**src/rtl/pb_debounce.sv**
```systemverilog
// pb_debounce: per-channel pin synchroniser, debouncer, press/release strobes and 2-bit press counter.
// Defining LONG_PRESS_EN adds a one-shot long-press strobe on PB_LONG; otherwise PB_LONG is tied low.
module pb_debounce #(
    parameter int WIDTH           = 2,
    parameter int DEBOUNCE_CYCLES = 500000,
    parameter bit ACTIVE_LOW      = 1'b0,
    parameter int LONG_CYCLES     = 50000000
) (
    input  logic                 OSC_FPGA,
    input  logic                 RST_N,
    input  logic [WIDTH-1:0]     PB_IN,
    output logic [WIDTH-1:0]     PB_LEVEL,
    output logic [WIDTH-1:0]     PB_PRESS,
    output logic [WIDTH-1:0]     PB_RELEASE,
    output logic [2*WIDTH-1:0]   PRESS_COUNT,
    output logic [WIDTH-1:0]     PB_LONG
);
    localparam int CW = (DEBOUNCE_CYCLES > 1) ? $clog2(DEBOUNCE_CYCLES) : 1;
    localparam logic [CW-1:0] LAST = CW'(DEBOUNCE_CYCLES - 1);

    logic [WIDTH-1:0] sync1, sync2, s;

    // Reset to the inactive pin level so s reads "released" straight out of reset
    always_ff @(posedge OSC_FPGA or negedge RST_N) begin
        if (!RST_N) begin
            sync1 <= {WIDTH{ACTIVE_LOW}};
            sync2 <= {WIDTH{ACTIVE_LOW}};
        end else begin
            sync1 <= PB_IN;
            sync2 <= sync1;
        end
    end

    assign s = sync2 ^ {WIDTH{ACTIVE_LOW}};

    for (genvar i = 0; i < WIDTH; i++) begin : g_ch
        logic [CW-1:0] cnt;
        logic          level, press, release_s;
        logic [1:0]    pc;
        always_ff @(posedge OSC_FPGA or negedge RST_N) begin
            if (!RST_N) begin
                cnt       <= '0;
                level     <= 1'b0;
                press     <= 1'b0;
                release_s <= 1'b0;
                pc        <= 2'd0;
            end else begin
                press     <= 1'b0;
                release_s <= 1'b0;
                if (s[i] == level) begin
                    cnt <= '0;
                end else if (cnt == LAST) begin
                    cnt       <= '0;
                    level     <= s[i];
                    press     <= s[i];
                    release_s <= !s[i];
                    if (s[i])
                        pc <= pc + 2'd1;
                end else begin
                    cnt <= cnt + 1'b1;
                end
            end
        end
        assign PB_LEVEL[i]           = level;
        assign PB_PRESS[i]           = press;
        assign PB_RELEASE[i]         = release_s;
        assign PRESS_COUNT[2*i +: 2] = pc;
`ifdef LONG_PRESS_EN
        localparam int HW = $clog2(LONG_CYCLES + 1);
        localparam logic [HW-1:0] HOLD_MAX = HW'(LONG_CYCLES);
        logic [HW-1:0] hold;
        logic          lng;
        // Hold counter saturates at HOLD_MAX so only one strobe fires per press
        always_ff @(posedge OSC_FPGA or negedge RST_N) begin
            if (!RST_N) begin
                hold <= '0;
                lng  <= 1'b0;
            end else begin
                lng  <= level && (hold == HOLD_MAX - 1'b1);
                hold <= !level ? '0 : (hold == HOLD_MAX ? hold : hold + 1'b1);
            end
        end
        assign PB_LONG[i] = lng;
`else
        assign PB_LONG[i] = 1'b0;
`endif
    end
endmodule

```
**config.mk**
```make
export PLATFORM = sky130hd
export DESIGN_NAME = pb_debounce
export DESIGN_NICKNAME = d
export VERILOG_FILES = /design/src/rtl/pb_debounce.sv
export SDC_FILE = /design/constraint.sdc
export NUM_CORES = 1
export LEC_CHECK = 0
export CORE_MARGIN = 1
export CORE_UTILIZATION = 53
export DETAILED_ROUTE_END_ITERATION = 8
export GPL_ROUTABILITY_DRIVEN = 1
export HOLD_SLACK_MARGIN = 0.15
export PLACE_DENSITY = 0.75
export SYNTH_ARGS = -nofsm -noshare
export SYNTH_HDL_FRONTEND = slang
export SYNTH_SLANG_ARGS = --single-unit
export TNS_END_PERCENT = 20
```
**constraint.sdc**
```tcl
create_clock -name OSC_FPGA -period 1.8 [get_ports OSC_FPGA]
set_input_delay 0.27 -clock OSC_FPGA [delete_from_list [all_inputs] [get_ports OSC_FPGA]]
set_output_delay 0.27 -clock OSC_FPGA [all_outputs]
set_load 0.05 [all_outputs]
```
Word-level counts from Yosys, hierarchy flattened
Cells that the tools add are included.
Storage, ports and cells
  register bits: 52
  logic and storage cells: 40
  input port bits: 4
  output and inout port bits: 12
Cells by class
  $add $sub $neg: 4
  eq/ne operators: 4
  mux-type cells: 12
  bitwise gates (word level): 2
  reductions and logical operators: 6
Operator list (number)
  $mux W19: 4
  $add A19 B1 Y19 const B: 2
  $eq A19 B19 Y1 const B: 2
  $mux W1: 8
  $reduce_and A3 Y1: 2
  $add A2 B1 Y2 const B: 2
  $reduce_and A2 Y1: 2
  $eq A1 B1 Y1: 2
  $logic_not A1 Y1: 2
  $not A1 Y1: 2

Depth between registers and ports, before layout
  depth in word-level cells: 3
  mapped depth: 7
  depth with buffers taken out: 5

Worst setup path before layout
Ideal clock, no wire load.
  path kind: register -> register
  from: register g_ch[1].cnt[14]
  to: register g_ch[1].cnt[11]
  required time: 1.681 ns
  buffers on the path: 2
  arrival time: 1.832 ns
  slack: -0.151 ns
  library setup time: 0.119 ns
  cell stages (with the launch flop): 7
  clock period less this slack: 1.951 ns
  path through: dfrtp_1 or4b_2 nor4_4 a21o_1 buf_6 buf_4 nor2_1
Between the ends
  longest elaborated chain between the ends: 3
Ends and longest elaborated chain
  from (decl): RTL line 37  | logic [CW-1:0] cnt;
  from (signal assigned): RTL line 60  | cnt <= cnt + 1'b1;
  $eq A19 B19 Y1: RTL line 52  | end else if (cnt == LAST) begin
  $mux W19: RTL line 52
  $mux W19: RTL line 50  | if (s[i] == level) begin
No other way between the ends.
A chain may end at the register's enable or synchronous reset.

Worst setup path in the final report
  from: register g_ch[1].cnt[1]
  to: register g_ch[1].cnt[16]
Between the ends
  longest elaborated chain between the ends: 3
  elaborated cells on any way between the ends: 4
  those cells by class: 1 x add/sub; 1 x eq/ne; 2 x mux
Ends and longest elaborated chain (RTL line)
  $add A19 B1 Y19 or $eq A19 B19 Y1 (tied branches): 60, 52
  $mux W19 (*): 52
  $mux W19 (*): 50
Every way passes the cells marked *; elsewhere a longest branch is shown, timed or not.

==> reports/metrics.yaml <==
place:
  place.gp.congestion: 0.822
  place_inst: 324
  portBuffers: 13
  hpwl_um: 3320
  postPlaceCellArea_um2: 2890
power_and_ir_drop:
  p_int_mw: 1.51
  switching_share: 0.242
  pwr-share-clk: 0.344
  p_seq_frac: 0.599
  p_leak_nw: 1.43
  ir_worst_vdd_mv: 0.410
  power_frac_comb: 0.056
  power_density_nw_per_um2: 647
  netSwitchingPower_mw: 0.484
global_routing:
  grt_max_degree: 20
  grt_overflow_total: 0
  grtUsageTotal: 0.198
  antenna_found_initial: 0
  grt_pass1_wl_um: 7800
  grt_pass1_vias: 1787
  top_usage_layer: "met2"
  grtUsageMet3: 0.0442
  use_met2: 0.321
  use_met1: 0.271
setup_path:
  crit_type: "flop to flop"
  r2r_slack_ns: 0.03
  startpoint_type: "flop"
  r2r_cells: 6
  cp_slowest_cell: "or3_4"
  cp.required_ns: 2.00
  arrival_ns: 1.97
  timing.critical_path.to_type: "flop"
  r2r-start: "g_ch[1].cnt[1]"
  cpPeakStageDelay_ns: 0.44
  crit_fanout: 4
  r2r_end: "g_ch[1].cnt[16]"
  worstPathCellList: "ha_2, nand4_1, or3_4, buf_4, o31ai_2, a21oi_2"
final_layout:
  drive_above_1_share: 0.252
  antennaDiodeCount: 0
  final_common_cell: "dfrtp_1"
  fin_cells: 338
  fin_area_um2: 3080
  area_delta_synth_final_pct: 23.5
  n_fill_cell: 326
  fin_nets: 293
  regArea_um2: 1300
  final_cell_mix: "52 x dfrtp_1, 40 x buf_4, 34 x nor2_1"
  multi_input_comb_area_um2: 1130
cts:
  cts_buffer_depth: 2
  cts.sinks: 52
  worstSkewPairLatency_ns: 0.31
  tritoncts: "built"
  clockRootBuffer: "clkbuf_8"
  ctsHtreeMaxLevel: 2
  path_clk_slew_ns: 0.10
  cts_buffers: 5
synthesis:
  ys.flop_type: "dfrtp_1"
  ys_types: 41
  synth_edf_count: 0
  synthesis.area_um2: 2500
  ys_ff_latch: 52
  syn_inst: 236
  yosysSeqAreaShare: 0.521
  syn_avg_cell_area_um2: 10.6
  yosys_warnings: 0
  async_flop_share: 1.00
floorplan:
  initial_utilization: 0.562
  dieHeight_um: 70.6
  rows: 24
  die_w_um: 70.6
  core_um2: 4440
  pin_count: 16
  dieArea_um2: 4990
min_path:
  hold_path.class: "flop to flop"
  min_from: "sync1[1]"
  hold_path_depth: 0
  min_delay_worst_endpoint: "s[1]"
timing:
  hold_viol_final: 0
  worst_pin_slew_ns: 0.505
  period_needed_ns: 1.77
  post-route-period-util: 0.984
  drv_slew: 0
  slew_headroom: 0.662
  fmax_ghz: 0.564
  finClkSkew_ns: 0.0100
  grt_setup_unrepaired: "true"
  setup_viol: 0
routing:
  vias: 1845
  avgRoutedWirePerCell_um: 13.9
  drtAntennaViolNets: 0
  dr.pass1.iters: 8
  wl_um: 4710
  drt_iter0_markers: 148
  viasPerCell: 5.46
  route.detailed.drc: 2
status:
  status: "finished, violations left"
  violations: "DRC"
flow_run:
  drv_cap: 0
[repair_timing]
action	in CTS	in global routing
pin swaps	0	7
endpoints found under the setup margin	3	38
setup buffers	2	3
hold endpoints to repair	17	0
resized for setup	2	12
hold buffers	1	0
[area by class of cell]
type,count,area share
timing repair buffer,55,0.151
clock buffer,5,0.0223
tap,52,0.0211
multi-input combinational,164,0.366
inverter,7,0.00853
sequential,52,0.422
clock inverter,3,0.00853
[cell families (layout without fill, tap and decap cells)]
| family | count (synthesis) | in the layout | synth area share |
|---|---|---|---|
| AO/OA/AOI/OAI | 19 | 19 | 0.0481 |
| multiplexers | 1 | 1 | 0.00401 |
| AND/OR/NAND/NOR | 108 | 108 | 0.249 |
| adder cells (fa/ha/maj) | 4 | 4 | 0.0201 |
| buffers and inverters | 21 | 70 | 0.0506 |
| XOR/XNOR | 30 | 30 | 0.105 |
| other | 1 | 2 | 0.00150 |
| flip-flops | 52 | 52 | 0.521 |
[state kept, by name, indices dropped and copies added, names as in the netlist]
| register | flops |
|---|---|
| g_ch.cnt | 38 |
| g_ch.level | 2 |
| g_ch.pc | 4 |
| g_ch.press | 2 |
| g_ch.release_s | 2 |
| s | 2 |
| sync1 | 2 |
[power by group through the flow]
stage | clock network (mW) | registers (mW) | logic [mW]
global placement | 0 | 1.22 | 0.102
detailed placement | 0 | 1.22 | 0.104
CTS | 0.706 | 1.20 | 0.108
floorplan | 0 | 1.22 | 0.0553
finish | 0.687 | 1.20 | 0.112
global route | 0.751 | 1.20 | 0.127
[cells in the mapped netlist (all sizes together) (2+ instances only)]
library cell / count / area (um^2)
a21o: 3 / 22.5
a21oi: 8 / 43.8
and3: 2 / 12.5
and4: 3 / 26.3
buf: 13 / 96.3
dfrtp: 52 / 1300
ha: 4 / 50.1
inv: 7 / 26.3
nand2: 11 / 41.3
nand3: 14 / 75.1
nand3b: 2 / 15.0
nand4: 12 / 81.3
nor2: 35 / 131
nor3: 3 / 15.0
nor4: 6 / 58.8
o21ai: 3 / 15.0
o31ai: 4 / 30.0
or3: 6 / 38.8
or4: 5 / 41.3
or4b: 3 / 30.0
xnor2: 17 / 149
xor2: 13 / 114
[layer usage]
layer / part of all wire / vias to the layer above / routed length [um]
li1: - / 915 / -
met1: 0.48 / 898 / 2250
met2: 0.49 / 30 / 2280
met3: 0.030 / 2 / 142
met4: 0.0055 / 0 / 26
met5: 0 / - / 0
[worst max-delay path by stage]
stage | start | endpoint | slack [ns]
final | g_ch[1].cnt[1] | g_ch[1].cnt[16] | 0.03
after global routing | g_ch[1].cnt[0] | g_ch[1].cnt[16] | -0.05
after CTS | g_ch[1].cnt[1] | g_ch[1].cnt[16] | -0.04
after detailed placement | g_ch[1].cnt[0] | g_ch[1].cnt[18] | -0.08
after global placement | g_ch[1].cnt[0] | g_ch[1].cnt[18] | -0.01
after floorplan | g_ch[1].cnt[0] | g_ch[1].cnt[18] | -0.08
[worst max-delay path, delay by kind of cell (launching register included)]
kind / cells / cell delay, ns
compound gates: 2 / 0.35
simple gates: 2 / 0.61
fa+ha+maj: 1 / 0.19
buf+inv: 1 / 0.15
flops: 1 / 0.38
[per-stage QoR]
step                 util  hold slack [ns]  setup slack (ns)  power (mW)  TNS [ns]
floorplan               -          -0.0256           -0.0848        1.27    -0.210
global placement    0.650            0.218           -0.0131        1.32   -0.0131
detailed placement  0.650            0.220           -0.0847        1.32    -0.136
CTS                 0.679            0.358           -0.0444        2.01   -0.0444
global route        0.693            0.367           -0.0517        2.08    -0.242
finish              0.693            0.359            0.0282        2.00         0
Power figures use the tool's default switching activity.
